`src/rtl/conv_pkg.sv`:
```
// conv_pkg: shared lane types, saturation bounds and per-lane requantization helpers.
// OFM_ROUND_EN selects round-half-up instead of floor for the right shift.
package conv_pkg;
  localparam int SUM_W = 32;
  localparam int Q_W = 8;
  typedef logic signed [SUM_W-1:0] sum_t;
  typedef logic signed [Q_W-1:0] q_t;
  typedef logic signed [SUM_W:0] ext_t;
  localparam ext_t Q_MAX = ext_t'(2 ** (Q_W - 1) - 1);
  localparam ext_t Q_MIN = -ext_t'(2 ** (Q_W - 1));

  // One extra bit keeps the rounding add from wrapping.
  function automatic ext_t rshift(input sum_t s, input logic [4:0] sh);
    ext_t x;
    x = ext_t'(s);
`ifdef OFM_ROUND_EN
    if (sh != 5'd0) x = x + (ext_t'(1) << (sh - 5'd1));
`endif
    return x >>> sh;
  endfunction

  function automatic q_t sat_relu(input ext_t t, input logic relu);
    return (relu && t < 0) ? q_t'(0) : t > Q_MAX ? q_t'(Q_MAX) : t < Q_MIN ? q_t'(Q_MIN) : q_t'(t);
  endfunction

  function automatic q_t requant(input sum_t s, input logic [4:0] sh, input logic relu);
    return sat_relu(rshift(s, sh), relu);
  endfunction
endpackage

```
`src/rtl/ofm_fifo.sv`:
```
// ofm_fifo: synchronous FIFO with full/empty flags, push accepted on full when popping, sync clear.
module ofm_fifo #(
  parameter int WIDTH = 8,
  parameter int DEPTH = 4
) (
  input  logic             clk,
  input  logic             rst,
  input  logic             clr,
  input  logic             push,
  input  logic             pop,
  input  logic [WIDTH-1:0] wdata,
  output logic [WIDTH-1:0] rdata,
  output logic             full,
  output logic             empty
);
  localparam int AW = $clog2(DEPTH);
  logic [WIDTH-1:0] mem [DEPTH];
  logic [AW-1:0] wp, rp;
  logic [AW:0] cnt;
  logic do_push, do_pop;
  assign do_pop = pop & ~empty;
  assign do_push = push & (~full | do_pop);
  assign full = cnt == (AW+1)'(DEPTH);
  assign empty = cnt == '0;
  assign rdata = empty ? '0 : mem[rp];
  always_ff @(posedge clk or posedge rst) begin
    if (rst) begin
      wp <= '0;
      rp <= '0;
      cnt <= '0;
    end else if (clr) begin
      wp <= '0;
      rp <= '0;
      cnt <= '0;
    end else begin
      if (do_push) wp <= wp + 1'b1;
      if (do_pop) rp <= rp + 1'b1;
      cnt <= cnt + (AW+1)'(do_push) - (AW+1)'(do_pop);
    end
  end
  always_ff @(posedge clk)
    if (do_push) mem[wp] <= wdata;
endmodule

```
`src/rtl/ofm_requant_writer.sv`:
```
// ofm_requant_writer: requantizes per-column conv sums to 8 bits and streams packed words to OFM memory.
// Define OFM_ROUND_EN for round-half-up instead of floor on the right shift.
module ofm_requant_writer
  import conv_pkg::*;
#(
  parameter int COL = 8,
  parameter int SUM_WIDTH = SUM_W,
  parameter int Q_WIDTH = Q_W,
  parameter int FIFO_DEPTH = 4,
  parameter int ADDR_WIDTH = 12
) (
  input  logic                                clk,
  input  logic                                rst,
  input  logic                                start_conv,
  input  logic [4:0]                          cfg_shift,
  input  logic                                cfg_relu,
  input  logic                                conv_done,
  input  logic [COL-1:0]                      sum_valid,
  input  logic signed [COL-1:0][SUM_WIDTH-1:0] sum,
  output logic                                ofm_valid,
  input  logic                                ofm_ready,
  output logic [COL*Q_WIDTH-1:0]              ofm_data,
  output logic [COL-1:0]                      ofm_mask,
  output logic [ADDR_WIDTH-1:0]               ofm_addr,
  output logic                                ofm_done,
  output logic                                ovf_err
);
  localparam int DW = COL * Q_WIDTH;
  logic [4:0] shift_r, shift;
  logic relu_r, relu;
  logic s1_v, s2_v, done_pend, full, empty, pop, idle;
  logic [COL-1:0] s1_mask, s2_mask;
  ext_t s1_t [COL];
  logic [DW-1:0] s2_data;
  logic [DW+COL-1:0] head;
  assign shift = start_conv ? cfg_shift : shift_r;
  assign relu = start_conv ? cfg_relu : relu_r;
  assign ofm_valid = ~empty;
  assign pop = ofm_valid & ofm_ready;
  assign idle = ~s1_v & ~s2_v & empty;
  assign {ofm_mask, ofm_data} = head;

  always_ff @(posedge clk or posedge rst) begin
    if (rst) begin
      shift_r <= '0;
      relu_r <= 1'b0;
      s1_v <= 1'b0;
      s2_v <= 1'b0;
      s1_mask <= '0;
      s2_mask <= '0;
      s2_data <= '0;
      for (int i = 0; i < COL; i++) s1_t[i] <= '0;
      done_pend <= 1'b0;
      ofm_done <= 1'b0;
      ofm_addr <= '0;
      ovf_err <= 1'b0;
    end else if (start_conv) begin
      shift_r <= cfg_shift;
      relu_r <= cfg_relu;
      s1_v <= 1'b0;
      s2_v <= 1'b0;
      done_pend <= 1'b0;
      ofm_done <= 1'b0;
      ofm_addr <= '0;
      ovf_err <= 1'b0;
    end else begin
      s1_v <= |sum_valid;
      if (|sum_valid) begin
        s1_mask <= sum_valid;
        for (int i = 0; i < COL; i++) s1_t[i] <= rshift(sum[i], shift);
      end
      s2_v <= s1_v;
      if (s1_v) begin
        s2_mask <= s1_mask;
        for (int i = 0; i < COL; i++) s2_data[i*Q_WIDTH +: Q_WIDTH] <= s1_mask[i] ? sat_relu(s1_t[i], relu) : '0;
      end
      if (pop) ofm_addr <= ofm_addr + 1'b1;
      if (s2_v & full & ~pop) ovf_err <= 1'b1;
      ofm_done <= done_pend & idle;
      done_pend <= conv_done | (done_pend & ~idle);
    end
  end

  ofm_fifo #(.WIDTH(DW + COL), .DEPTH(FIFO_DEPTH)) u_fifo (
    .clk(clk),
    .rst(rst),
    .clr(start_conv),
    .push(s2_v),
    .pop(pop),
    .wdata({s2_mask, s2_data}),
    .rdata(head),
    .full(full),
    .empty(empty)
  );
endmodule

```
`config.mk`:
```
export PLATFORM = sky130hd
export DESIGN_NAME = ofm_requant_writer
export DESIGN_NICKNAME = d
export VERILOG_FILES = /design/src/rtl/conv_pkg.sv /design/src/rtl/ofm_fifo.sv /design/src/rtl/ofm_requant_writer.sv
export SDC_FILE = /design/constraint.sdc
export NUM_CORES = 2
export LEC_CHECK = 0
export CAP_MARGIN = 15
export CORE_UTILIZATION = 50
export CTS_CLUSTER_DIAMETER = 50
export CTS_CLUSTER_SIZE = 8
export DETAILED_ROUTE_END_ITERATION = 8
export PLACE_DENSITY = 0.81
export REMOVE_ABC_BUFFERS = 1
export SLEW_MARGIN = 20
export SYNTH_ARGS = -nofsm -noshare
export SYNTH_HDL_FRONTEND = slang
export SYNTH_HIERARCHICAL = 1
export SYNTH_SLANG_ARGS = --single-unit
```
`constraint.sdc`:
```
create_clock -name clk -period 13.48 [get_ports clk]
set_input_delay 2.022 -clock clk [delete_from_list [all_inputs] [get_ports clk]]
set_output_delay 2.022 -clock clk [all_outputs]
set_load 0.03 [all_outputs]
```
== After elaboration in Yosys (flattened, before gate mapping) ==
Memory sizes are Yosys's and may differ from the RTL's.
Index checks and enable logic that the tools add are counted.

* $add $sub $neg: 5
* $mul: 0
* Div/mod/pow operators: 0
* $lt $le $gt $ge: 24
* Eq/ne operators: 1
* Shifts and indexed selects: 8
* Mux-type cells: 50
* Bitwise operators: 18
* Reduce and logical (&&, ||, !) cells: 16

{| class="wikitable"
|+ Operators with widths
! kind !! count
|-
| $gt 33x8->1 const B || 8
|-
| $lt 33x1->1 const B || 8
|-
| $lt 33x8->1 const B || 8
|-
| $sshr 32x5->33 || 8
|-
| $mux 8 || 32
|-
| $mux 72 || 1
|-
| $mux 12 || 2
|-
| $add 12x1->12 const B || 1
|-
| $and 1x1->1 || 9
|-
| $mux 1 || 9
|-
| $logic_and 1x1->1 || 8
|-
| $mux 2 || 4
|-
| $reduce_bool 2->1 || 4
|-
| $reduce_or 8->1 || 1
|-
| $not 1->1 || 7
|-
| $mux 5 || 1
|-
| $add 2x1->2 const B || 2
|-
| $reduce_and 2->1 || 2
|-
| $add 3x1->3 || 1
|-
| $eq 3x3->1 const B || 1
|-
| $logic_not 3->1 || 1
|-
| $mux 3 || 1
|-
| $sub 3x1->3 || 1
|-
| $or 1x1->1 || 2
|}

* Bits in registers: 374
* Latch bits: 0
* Bits in writable memories: 288
* Bits in read-only memories: 0
* Output and inout bits: 87
* Word-level logic and storage cells: 145
* Memories: 1

{| class="wikitable"
|+ Memory list
! memory !! depth !! width !! read ports !! clocked after Yosys merged registers in !! wr ports !! line !! RTL
|-
| u_fifo.mem || 4 || 72 || 1 || 0 || 1 || ofm_fifo.sv:17 || <nowiki>logic [WIDTH-1:0] mem [DEPTH];</nowiki>
|}

== Depth between registers and ports, before layout ==
* Word-level depth: 9
* Depth in mapped cells: 12
* Depth with buffers taken out: 10

== Cells and area by module ==
Netlist, hierarchy kept.

{| class="wikitable"
|+ Modules (own cells, without submodules)
! module !! instances !! cells each !! area an instance (sq um)
|-
| ofm_requant_writer || 1 || 2786 || 27039.7
|-
| ofm_fifo || 1 || 504 || 11357.1
|}

== Worst setup path after synthesis ==
No wires, ideal clock.

* Path kind: in2reg
* Start: in ofm_ready
* End: mem u_fifo/mem[0][0] (netlist bit) (enable)
* Setup time: 438 ps
* Arrival time: 4509 ps
* Setup slack: 8533 ps
* Stages: 5
* Buffers on the path: 1
* Path through: nor2b_1 -> clkbuf_1 -> inv_1 -> a21boi_2 -> and2_1

* Longest elaborated chain between the ends: 6

{| class="wikitable"
|+ RTL lines
! item !! line !! RTL
|-
| start, declared || ofm_requant_writer.sv:21 || <nowiki>input logic ofm_ready,</nowiki>
|-
| $and 1x1->1 || ofm_requant_writer.sv:39 || <nowiki>assign pop = ofm_valid & ofm_ready;</nowiki>
|-
| via pop || ofm_requant_writer.sv:31 || <nowiki>logic s1_v, s2_v, done_pend, full, empty, pop, idle;</nowiki>
|-
| $and 1x1->1 || ofm_fifo.sv:21 || <nowiki>assign do_pop = pop & ~empty;</nowiki>
|-
| $or 1x1->1 || ofm_fifo.sv:22 || <nowiki>assign do_push = push & (~full | do_pop);</nowiki>
|-
| $and 1x1->1 || ofm_fifo.sv:22 ||
|-
| $mux 1 || ofm_fifo.sv:42 || <nowiki>if (do_push) mem[wp] <= wdata;</nowiki>
|-
| $mux 1 (implied by the code) || ofm_fifo.sv:42 ||
|-
| end, declared || ofm_fifo.sv:17 ||
|}

The timed path passes the listed nets, and every way through them passes these cells.

== Worst setup path in the final report ==
* Start: in start_conv
* End: reg s1_t[134] (netlist bit)

* Longest elaborated chain between the ends: 2
* Elaborated cells between the ends (all ways): 4
* Those cells by class: 1 x shift; 1 x mux; 1 x bitwise; 1 x reduce/logical

{| class="wikitable"
|+ RTL lines
! item !! line !! RTL
|-
| start, declared || ofm_requant_writer.sv:14 || <nowiki>input logic start_conv,</nowiki>
|-
| $mux 5 / $not 1->1 (equally long branches) || n/a ||
|-
| $sshr 32x5->33 / $reduce_and 2->1 (equally long branches) || n/a ||
|-
| end, declared || ofm_requant_writer.sv:33 || <nowiki>ext_t s1_t [COL];</nowiki>
|}

Parallel ways exist; a longest one is shown, timed or not.
A chain may end at the register's enable or synchronous reset.

==> summary.txt <==
Final layout
  • Leading cell types in the layout, fill and taps excluded: sky130_fd_sc_hd__nand2_1 (412), sky130_fd_sc_hd__dfrtp_1 (364), sky130_fd_sc_hd__clkdlybuf4s50_1 (360)
  • Number of nets at the end of the flow: 3810
  • Filler Cell Count: 5888
  • Non-filler instance count after layout: 4633
  • Area added between synthesis and finish: 18.5%
  • Leading cell type in the layout, fill and taps excluded: sky130_fd_sc_hd__nand2_1
  • Fraction of final layout cells with drive strength greater than 1: 0.154
  • Fin util: 0.599

Job
  • Number of max-cap violations: 0

Worst setup path
  • Setup slack of the worst register-to-register path: 8.87 ns
  • Category of the critical setup timing path: in2reg
  • Data required time at the worst endpoint: 14.01 ns
  • Worst-path fanout max: 128
  • Critical path startpoint category: input pin
  • Reg-to-Reg Start: shift_r[1]
  • Critical path endpoint category: flip-flop
  • Length in cells of the worst reg-to-reg path: 10
  • Worst Path Arrival: 6.79 ns
  • Capture instance of the worst register-to-register path: s1_t[104]

Synthesis
  • Flip-flop and latch count after synthesis: 654
  • Most common flop cell mapped by yosys: sky130_fd_sc_hd__dfrtp_1
  • Portion of the post-synthesis area used by sequential elements: 0.464
  • Average footprint of a synthesized cell: 11.7 sq um
  • Combined area of all synthesized cells: 38400 sq um
  • Cell count after synthesis: 3290
  • Fraction of registers with async set or reset after synthesis: 0.560
  • Number of enable flip-flop cells after synthesis: 288
  • Number of distinct library cell variants in the gate-level netlist after synthesis: 66
  • Yosys warns: 6

CTS
  • Inserted Clock Buffers: 95
  • Worst skew pair latency: 0.66 ns
  • Cts hold-fix bufs: 0
  • Clock sink count: 654
  • Maximum buffer depth of the clock tree: 3
  • Cells resized by post-CTS repair: 0
  • CTS tree: yes
  • Count of H-tree levels built during CTS: 3
  • Clock-pin slew on the worst setup and hold paths: 0.05 ns
  • CTS root buf: sky130_fd_sc_hd__clkbuf_16
  • Buffers inserted by post-CTS timing repair: 0

Hold path
  • Cell count of the worst hold path: 2
  • Hold crit path type: reg2reg
  • Endpoint of the worst hold path: ovf_err
  • Startpoint of the worst hold path: ovf_err

Detailed routing
  • Vias: 31500
  • Final routed wirelength across all metal layers: 123000 um
  • Violation count after the first detailed-routing iteration: 4470
  • Post-detailed-route wirelength per cell: 26.5 um
  • Length of the first detailed-routing pass in iterations: 7
  • Post-route antenna net violation count: 0
  • Number of DRC violations after detailed routing: 0
  • Routed via count divided by cell count: 6.81

Global routing
  • Number of antenna violations at the first check in global routing: 20
  • Total congestion overflow after global routing: 0
  • Global-route track usage on met1: 0.432
  • Largest net degree at the start of global routing: 130
  • Wire length of the first global-routing pass: 186000 um
  • GRT met2 Usage: 0.466
  • Global-route usage over all layers: 0.312
  • Global Route met3 Usage: 0.0749
  • Grt peak-use layer: met2
  • Via count of the first global-routing pass: 30300

Run status
  • Run status: complete, no violations

Timing
  • Pins Over Slew Limit: 0
  • Post-layout minimum cycle time: 6.26 ns
  • Actual transition at the worst max-transition pin: 1.31 ns
  • Final Hold Fails: 0
  • Slew margin rel.: 0.126
  • Final TNS setup: 0 ns
  • Number of setup violations in the final report: 0
  • Post-route clock period utilization: 0.464
  • RSZ-0062 raised after global routing: no
  • Fmax achieved: 160 MHz
  • Worst hold margin: 0.496 ns
  • Worst Skew: 0.0350 ns

Floorplan
  • Die footprint: 77900 sq um
  • Initial standard-cell utilization of the core: 0.506
  • Num rows: 101
  • Die Wd: 279 um
  • Die Y-Extent: 279 um
  • Number of placed I/O pins: 362
  • Placeable Area: 75900 sq um

Place
  • HPWL Detailed: 80800 um
  • Port bufs: 361
  • Final GP Congestion: 0.965
  • DP Cell Count: 4459

Power
  • Pwr/cell area: 153 nW/um^2
  • Total leakage power: 0.0172 uW
  • Maximum vdd ir drop: 0.112 mV
## sequential cells by signal, summed over array words and instances, names as in the netlist, 2 cells and up
name        flops
u_fifo/mem    288
s1_t          256
s2_data        64
ofm_addr       12
s1_mask         8
s2_mask         8
shift_r         5
u_fifo/cnt      3
u_fifo/rp       2
u_fifo/wp       2
## per-layer routing
layer / vias up / routed length, um
met2: 2396 / 55400
li1: 13200 / -
met1: 15500 / 46400
met4: 8 / 6150
met5: - / 65
met3: 452 / 14700
## cell type report
type	count	area [sq um]	area share
clock buffer	147	2620	0.0576
multi-input combinational	2340	19400	0.425
inverter	25	140	0.00308
sequential	654	17800	0.391
antenna	14	35.0	0.000770
timing repair buffer	412	4040	0.0887
tap	1030	1290	0.0283
clock inverter	11	210	0.00462
## worst max-delay path, stage by stage
cell,delay [ns]
sky130_fd_sc_hd__buf_2,0.10
sky130_fd_sc_hd__buf_4,0.27
sky130_fd_sc_hd__mux2i_4,0.27
sky130_fd_sc_hd__buf_4,0.37
sky130_fd_sc_hd__inv_16,0.51
sky130_fd_sc_hd__buf_6,0.68
sky130_fd_sc_hd__buf_4,0.78
sky130_fd_sc_hd__mux2i_1,0.32
sky130_fd_sc_hd__mux4_2,0.56
sky130_fd_sc_hd__mux2i_1,0.22
sky130_fd_sc_hd__nor2_1,0.07
sky130_fd_sc_hd__a2111oi_0,0.40
## synth_stat cells (all sizes together) (41+ instances only)
library cell,count,area share
nand2,413,0.040
dfrtp,366,0.24
mux4,291,0.17
edfxtp,288,0.23
mux2i,285,0.075
nor2,274,0.027
o21ai,182,0.024
clkbuf,152,0.015
a21oi,142,0.019
buf,119,0.017
nor2b,72,0.012
mux2,68,0.020
nand3,62,0.0081
a211oi,58,0.011
nand4,53,0.0086
nor4,52,0.0085
o22ai,42,0.0068
o211ai,41,0.0080
## report_power, final
group	internal, uW	switching, uW
clock	1370	883
combinational	881	1220
sequential	2350	240
total	4600	2350
## logic make-up after synthesis
group | share of synthesized area
multiplexers | 0.266
flip-flops | 0.464
XOR/XNOR | 0.00319
AND/OR/NAND/NOR | 0.116
adder cells (fa/ha/maj) | 0.00248
AO/OA/AOI/OAI | 0.114
buffers and inverters | 0.0341
## how the worst max path moves through the flow
stage | startpoint | end | slack, ns | depth (start not counted)
after floorplan | start_conv | s1_t[5] | -1.98 | 7
after detailed placement | start_conv | s1_t[134] | 6.29 | 12
final | start_conv | s1_t[134] | 7.22 | 12
after global placement | start_conv | s1_t[133] | 6.38 | 11
after CTS | start_conv | s1_t[134] | 6.96 | 12
after global routing | start_conv | s1_t[134] | 6.86 | 12
## metrics by stage
| stage | worst slack (ns) | power, uW | instance area [sq um] |
|---|---|---|---|
| finish | 7.22 | 6950 | 45500 |
| floorplan | -1.98 | 3950 | 37200 |
| global route | 6.86 | 7180 | 45500 |
| CTS | 6.96 | 6910 | 45400 |
| detailed placement | 6.29 | 4660 | 42600 |
| global placement | 6.38 | 4620 | 42600 |
Power figures use the tool's default switching activity.
